**src/rtl/sine_pos_decoder.sv**
```systemverilog
// Recovers a 0..15 phase index from an 8-bit offset-binary sine stream, measures
// the period between wraps, and flags backward phase steps.
module sine_pos_decoder (
  input  logic       clk,
  input  logic       rst_n,
  input  logic       ena,
  input  logic [7:0] sample_in,
  input  logic       sample_valid,
  output logic [3:0] pos_out,
  output logic       pos_valid,
  output logic [7:0] period_out,
  output logic       locked,
  output logic       err
);

  localparam int NUM_THR = 8;
  localparam logic [NUM_THR-1:0][7:0] THR = {8'd250, 8'd232, 8'd197, 8'd152,
                                             8'd104, 8'd58,  8'd24,  8'd5};
  localparam logic [3:0] POS_L0  = 4'd12;
  localparam logic [7:0] CNT_MAX = 8'hFF;

  // vld_pipe[0]: stage-1 sample, [1]: stage-2 pos, [2]: output strobe
  logic [2:0] vld_pipe;
  logic       accept;

  assign accept    = ena & sample_valid;
  assign pos_valid = vld_pipe[2];

  // ---------------- stage 1: threshold level + direction ----------------
  logic [NUM_THR-1:0] ge;
  logic [3:0]         lvl_in;
  logic [7:0]         s1_sample;
  logic [3:0]         s1_lvl;
  logic               s1_dir;     // 1 = rising
  logic               prev_vld;

  genvar gi;
  generate
    for (gi = 0; gi < NUM_THR; gi++) begin : g_thr
      assign ge[gi] = (sample_in >= THR[gi]);
    end
  endgenerate

  always_comb begin
    lvl_in = '0;
    for (int i = 0; i < NUM_THR; i++) lvl_in = lvl_in + {3'd0, ge[i]};
  end

  always_ff @(posedge clk or negedge rst_n) begin
    if (!rst_n) begin
      s1_sample <= '0;
      s1_lvl    <= '0;
      s1_dir    <= 1'b1;
      prev_vld  <= 1'b0;
    end else if (accept) begin
      s1_sample <= sample_in;
      s1_lvl    <= lvl_in;
      prev_vld  <= 1'b1;
      // Equal samples keep the previous direction.
      if (!prev_vld || sample_in > s1_sample) s1_dir <= 1'b1;
      else if (sample_in < s1_sample)         s1_dir <= 1'b0;
    end
  end

  // ---------------- stage 2: level -> phase index ----------------
  logic [3:0] s2_pos;

  always_ff @(posedge clk or negedge rst_n) begin
    if (!rst_n) begin
      s2_pos <= '0;
    end else if (ena && vld_pipe[0]) begin
      s2_pos <= s1_dir ? (s1_lvl + POS_L0) : (POS_L0 - s1_lvl);
    end
  end

  // valid shift register; the output strobe drops while frozen
  always_ff @(posedge clk or negedge rst_n) begin
    if (!rst_n)   vld_pipe <= '0;
    else if (ena) vld_pipe <= {vld_pipe[1:0], sample_valid};
    else          vld_pipe <= {1'b0, vld_pipe[1:0]};
  end

  // ---------------- output stage: wrap, period, lock, err ----------------
  logic       upd;
  logic [3:0] diff;
  logic       err_now;
  logic       wrap_now;
  logic       have_pos;
  logic       armed;
  logic [7:0] cnt;
  logic [7:0] cnt_inc;
  logic [7:0] cnt_nx;
  logic [7:0] period_nx;
  logic       locked_nx;
  logic       armed_nx;

  assign upd      = ena & vld_pipe[1];
  assign diff     = s2_pos - pos_out;
  assign err_now  = have_pos & (diff >= 4'd9);
  assign wrap_now = pos_out[3] & ~s2_pos[3];
  assign cnt_inc  = (cnt == CNT_MAX) ? CNT_MAX : cnt + 8'd1;

  always_comb begin
    cnt_nx    = cnt;
    period_nx = period_out;
    locked_nx = locked;
    armed_nx  = armed;
    if (upd) begin
      cnt_nx = wrap_now ? 8'd0 : cnt_inc;
      if (wrap_now) begin
        armed_nx = 1'b1;
        // First wrap only arms; later wraps measure against the last period.
        if (armed) begin
          period_nx = cnt_inc;
          locked_nx = (cnt_inc == period_out) && (cnt_inc != 8'd0) && (cnt_inc != CNT_MAX);
        end
      end
      if (cnt_inc == CNT_MAX) locked_nx = 1'b0;
      if (err_now)            locked_nx = 1'b0;
    end
  end

  always_ff @(posedge clk or negedge rst_n) begin
    if (!rst_n) begin
      pos_out    <= '0;
      err        <= 1'b0;
      have_pos   <= 1'b0;
      armed      <= 1'b0;
      cnt        <= '0;
      period_out <= '0;
      locked     <= 1'b0;
    end else begin
      err        <= upd & err_now;
      cnt        <= cnt_nx;
      period_out <= period_nx;
      locked     <= locked_nx;
      armed      <= armed_nx;
      if (upd) begin
        pos_out  <= s2_pos;
        have_pos <= 1'b1;
      end
    end
  end

endmodule

```
**config.mk**
```make
export PLATFORM = sky130hd
export DESIGN_NAME = sine_pos_decoder
export DESIGN_NICKNAME = d
export VERILOG_FILES = /design/src/rtl/sine_pos_decoder.sv
export SDC_FILE = /design/constraint.sdc
export NUM_CORES = 1
export LEC_CHECK = 0
export CAP_MARGIN = 20
export CORE_MARGIN = 3
export CORE_UTILIZATION = 30
export CTS_CLUSTER_DIAMETER = 30
export DETAILED_ROUTE_END_ITERATION = 7
export GPL_ROUTABILITY_DRIVEN = 0
export GPL_TIMING_DRIVEN = 0
export PLACE_DENSITY_LB_ADDON = 0.25
export SYNTH_ARGS = -nofsm -noshare
export SYNTH_HDL_FRONTEND = slang
export SYNTH_SLANG_ARGS = --single-unit
```
**constraint.sdc**
```tcl
create_clock -name clk -period 3.6 [get_ports clk]
set_clock_uncertainty 0.1 [all_clocks]
set_input_delay 0.72 -clock clk [delete_from_list [all_inputs] [get_ports clk]]
set_output_delay 0.72 -clock clk [all_outputs]
set_load 0.01 [all_outputs]
```
Word-level counts from Yosys, hierarchy flattened
Index checks and enable logic that the tools add are counted.

storage, ports and cells
  output and inout port bits = 15
  bits in registers = 45

cells by class
  magnitude comparators = 11
  reduce and logical (&&, ||, !) cells = 13
  eq/ne operators = 4
  bitwise operators = 6
  add/subtract/negate cells = 11
  muxes and demuxes = 10

operators by type and width
  kind                                                                    count
  8-bit >= comparator (second input constant)                             4
  4-bit by 1-bit adder with 4-bit output                                  4
  8-bit == test (second input constant)                                   2
  8-bit 2-to-1 mux                                                        2
  8-bit by 1-bit adder with 8-bit output (second input constant)          1
  8-bit == test                                                           1
  8-bit by 3-bit >= comparator with 1-bit output (second input constant)  1
  8-bit by 5-bit >= comparator with 1-bit output (second input constant)  1
  8-bit by 6-bit >= comparator with 1-bit output (second input constant)  1
  8-bit by 7-bit >= comparator with 1-bit output (second input constant)  1
  8-bit > comparator                                                      1
  8-bit < comparator                                                      1
  8-bit != test (second input constant)                                   1
  8-bit nonzero test                                                      1
  1-bit 2-to-1 mux                                                        6
  3-bit AND reduction                                                     2
  3-bit nonzero test                                                      2
  1-bit AND                                                               5
  3-bit by 1-bit adder with 4-bit output                                  1
  4-bit adder (second input constant)                                     1
  4-bit >= comparator (second input constant)                             1
  4-bit 2-to-1 mux                                                        1
  2-bit AND reduction                                                     2
  4-bit subtractor                                                        1
  other kinds (9)                                                         11

Depth between registers and ports, before layout
  depth after elaboration = 9
  gate-level depth with buffers = 12
  gate-level depth less buffers = 12

Worst setup path before layout
OpenSTA, ideal clock, no wires.

  path kind = input port to flip-flop
  start = input port sample_in[5]
  end = register s1_lvl[2]
  setup slack = -0.080 ns
  data arrival time = 3.448 ns
  stages on the path = 12
  path through = nor3_1 > nand3_1 > fa_1 > fa_1 > inv_1 > fa_1 > inv_1 > ha_1 > inv_1 > fa_1 > xor2_1 > o21ai_1

on the way
  longest elaborated chain between the ends = 8

RTL lines
  what                                                                                                                     RTL line  RTL
  start, declared                                                                                                          7         input logic [7:0] sample_in,
  8-bit by 3-bit >= comparator with 1-bit output / 8-bit by 5-bit >= comparator with 1-bit output (equally long branches)  40        assign ge[gi] = (sample_in >= THR[gi]);
  1-bit by 1-bit adder with 2-bit output                                                                                   46        for (int i = 0; i < NUM_THR; i++) lvl_in = lvl_in + {3'd0, ge[i]};
  2-bit by 1-bit adder with 3-bit output                                                                                   46
  3-bit by 1-bit adder with 4-bit output                                                                                   46
  4-bit by 1-bit adder with 4-bit output (3 in a row)                                                                      46
  4-bit by 1-bit adder with 4-bit output *                                                                                 46
  end signal, assigned                                                                                                     57        s1_lvl <= lvl_in;
  end, declared                                                                                                            33        logic [3:0] s1_lvl;

Mark *: on every way between the ends. The rest lies on a longest branch, timed or not.
A chain may end at the register's enable or synchronous reset.

Final worst setup path
  start = input port sample_in[4]
  end = register s1_lvl[1]

Same word-level chain as after synthesis.

==> results.py <==
metrics = {
    "power": {
        "power_density_nw_per_um2": 546,
        "power.total_mw": 1.86,
        "vdd_drop_max_mv": 0.217,
        "p_leak_nw": 1.46,
    },
    "global_route": {
        "grt_pass1_wl_um": 11400,
        "use_met2": 0.213,
        "met1_usage": 0.165,
        "grt_max_degree": 24,
        "grt_overflow_total": 0,
        "busiest_layer": "met2",
        "track_usage": 0.127,
        "first_global_vias": 2319,
        "antenna_found_initial": 0,
        "use_met3": 0.0299,
    },
    "detailed_routing": {
        "antenna_left": 0,
        "dr_total_vias": 2378,
        "drt_first_pass_iters": 4,
        "wl_per_cell_um": 13.8,
        "viasPerCell": 4.97,
        "drt_iter0_drc": 54,
        "drc": 0,
        "wl_um": 6590,
    },
    "timing": {
        "worst_slack_ns": 0.127,
        "rsz0062_at_grt": "no",
        "maxSlewHeadroom": 0.613,
        "finalSetupTns_ns": 0,
        "fin_crit_sh": 0.965,
        "setup_viol": 0,
        "tightest_slew_ns": 0.580,
        "hold_viol_final": 0,
        "hold_ws_ns": 0.292,
        "fmaxAchievable_mhz": 288,
        "finalMaxSlewViolations": 0,
        "period_minus_slack_ns": 3.47,
    },
    "setup_path": {
        "cp_max_fo": 6,
        "critical_path.cell_chain": "buf_2, nor3_4, nand3_2, fa_1, fa_1, inv_2, fa_1, inv_1, ha_2, inv_1, fa_2, o21ai_1",
        "end_kind": "flip-flop",
        "critPathLaunchType": "primary input",
        "worst-path-buf-inv": 4,
        "critPathSlowestCell": "fa_1",
        "cp.arrival_ns": 3.57,
        "max_stage_delay_ns": 0.54,
        "cp_data_required_time_ns": 3.69,
        "crit_family": "adder cells",
        "criticalPathCategory": "in2reg",
        "crit_top_cell": "fa_1",
    },
    "floorplanning": {
        "rows": 35,
        "initial_core_util": 0.310,
        "io_pins": 27,
        "die_y_um": 104,
        "coreArea_um2": 9240,
        "die-area_um2": 10700,
        "die_x_um": 104,
    },
    "clocking": {
        "htreeDepth": 2,
        "insertion_delay_ns": 0.32,
        "clockRootBuffer": "clkbuf_8",
        "cts_tree": "built",
        "clk_path_buf_depth": 2,
        "cts.sinks": 45,
        "cts.clk_slew.worst_paths_ns": 0.09,
        "cts_buffers": 5,
        "ctsHoldBuffers": 0,
    },
    "yosys": {
        "synthTopCellsByArea": "dfrtp_1, ha_1, nand2_1",
        "synth_cell_types": 58,
        "yosysSeqAreaShare": 0.394,
        "synth-seq-cells": 45,
        "yosys_warnings": 0,
        "synth_cells": 313,
        "synthArstFlopShare": 1.00,
        "yosysTopAreaCell": "dfrtp_1",
        "synth_edf_count": 0,
        "synth_area_per_cell_um2": 9.14,
        "synth_area_um2": 2860,
        "synth_top_area_share": 0.385,
        "syn-num-nets": 347,
        "synthFlopType": "dfrtp_1",
    },
    "layout": {
        "regArea_um2": 1130,
        "fin_util": 0.369,
        "nFillCells": 976,
        "final_cells": 478,
        "nets": 382,
        "area_growth_pct": 19.2,
        "diodes": 0,
        "stdcell_area_um2": 3410,
        "multi_input_area_um2": 1610,
        "drive_above_1_share": 0.123,
    },
    "placement": {
        "hpwl_um": 4970,
        "portBuffers": 26,
        "place_area_um2": 3310,
        "dp.cells": 469,
        "pre_cts_ws_ns": -0.737,
    },
    "status": {
        "status": "finished clean",
    },
    "job": {
        "cap_violations": 0,
    },
    "worst_hold_path": {
        "hold_path_class": "in2async",
    },
}
-- what timing repair did --
action                     in CTS  in global routing
pin swaps                       5                  6
resized for setup              33                 13
setup buffers                   1                  0
hold endpoints to repair        0                  0
setup endpoints to repair       4                  2
-- metal layers --
metal  share of wire  vias to the layer above
met4           0.016                        0
met2            0.46                       39
met5               0                        -
met3           0.040                        9
met1            0.48                     1147
li1                -                     1183
-- sequential cells by signal, indices dropped and copies added, names as in the netlist --
| signal | count |
|---|---|
| s1_sample | 8 |
| prev_vld | 1 |
| armed | 1 |
| vld_pipe | 3 |
| locked | 1 |
| s2_pos | 4 |
| have_pos | 1 |
| s1_lvl | 4 |
| cnt | 8 |
| err | 1 |
| pos_out | 4 |
| period_out | 8 |
| s1_dir | 1 |
-- logic make-up (layout without fill, tap and decap cells) --
group / Yosys count / count (layout) / share of synthesized area
and+or+nand+nor: 98 / 98 / 0.177
buffers and inverters: 41 / 77 / 0.0555
xor gates and xnor gates: 7 / 7 / 0.0214
AOI/OAI and AO/OA: 86 / 86 / 0.188
DFF: 45 / 45 / 0.394
adders and majority gates: 22 / 22 / 0.109
muxes: 14 / 14 / 0.0547
-- path summary, 6_finish.rpt --
path                                         start  slack, ns  cells past startpoint                         to
worst max-delay path                  sample_in[4]       0.13                     12      s1_lvl[1]$_DFFE_PN0P_
worst max register to register  cnt[1]$_DFFE_PN0P_       0.78                      9         locked$_DFFE_PN0P_
worst min register to register   armed$_DFFE_PN0P_       0.37                      1          armed$_DFFE_PN0P_
min in group clk                 armed$_DFFE_PN0P_       0.37                      1          armed$_DFFE_PN0P_
worst min-delay path                         rst_n       0.29                      1  period_out[4]$_DFFE_PN0P_
max in group asynchronous                    rst_n       2.59                      2    vld_pipe[0]$_DFFE_PN0P_
-- cells in the mapped netlist, types with 2 or more instances --
| library cell | number |
|---|---|
| o21a_1 | 4 |
| a211oi_1 | 3 |
| dfrtp_1 | 44 |
| nor2b_1 | 8 |
| nor3b_1 | 2 |
| clkbuf_1 | 12 |
| and3_1 | 2 |
| a22o_1 | 3 |
| o21ai_0 | 18 |
| o31ai_1 | 3 |
| inv_1 | 26 |
| xor2_1 | 4 |
| fa_1 | 5 |
| o21ai_1 | 11 |
| o211ai_1 | 6 |
| a21oi_1 | 20 |
| nand3_1 | 9 |
| mux2i_1 | 4 |
| nand2_1 | 34 |
| mux2_2 | 9 |
| ha_1 | 17 |
| nand2b_1 | 6 |
| nand4_1 | 6 |
| nor4_1 | 4 |
| a21o_1 | 4 |
| nor2_1 | 11 |
| xnor2_1 | 3 |
| nor3_1 | 5 |
-- where the power goes --
| part | switching (mW) | total (mW) | leakage, nW | internal (mW) |
|---|---|---|---|---|
| Clock | 0.200 | 0.341 | 0.0452 | 0.142 |
| Sequential | 0.108 | 0.732 | 0.565 | 0.624 |
| Combinational | 0.408 | 0.791 | 0.848 | 0.383 |
-- area by class of cell --
| cell class | instances | area share |
|---|---|---|
| Tap cell | 129 | 0.0473 |
| Timing Repair Buffer | 28 | 0.0756 |
| Buffer | 14 | 0.0169 |
| Sequential cell | 45 | 0.331 |
| Inverter | 27 | 0.0297 |
| Clock inverter | 3 | 0.00734 |
| Multi-Input combinational cell | 227 | 0.472 |
| Clock buffer | 5 | 0.0202 |
-- cell usage in the layout (no fill, tap or decap), types with 4 or more instances in the layout --
cell type	count
nand2_1	34
nand2b_1	6
nor2_1	10
o21a_1	4
nor4_1	4
buf_2	7
nand4_1	6
clkdlybuf4s50_1	17
ha_1	16
dfrtp_1	44
nor3_1	4
o21ai_1	12
inv_1	25
mux2i_1	4
clkbuf_1	12
fa_1	4
nand3_1	8
a21oi_1	19
o211ai_1	6
xor2_1	4
mux2_2	9
o21ai_0	16
a21o_1	4
nor2b_1	8
clkbuf_8	5
(Power assumes the default switching activity.)
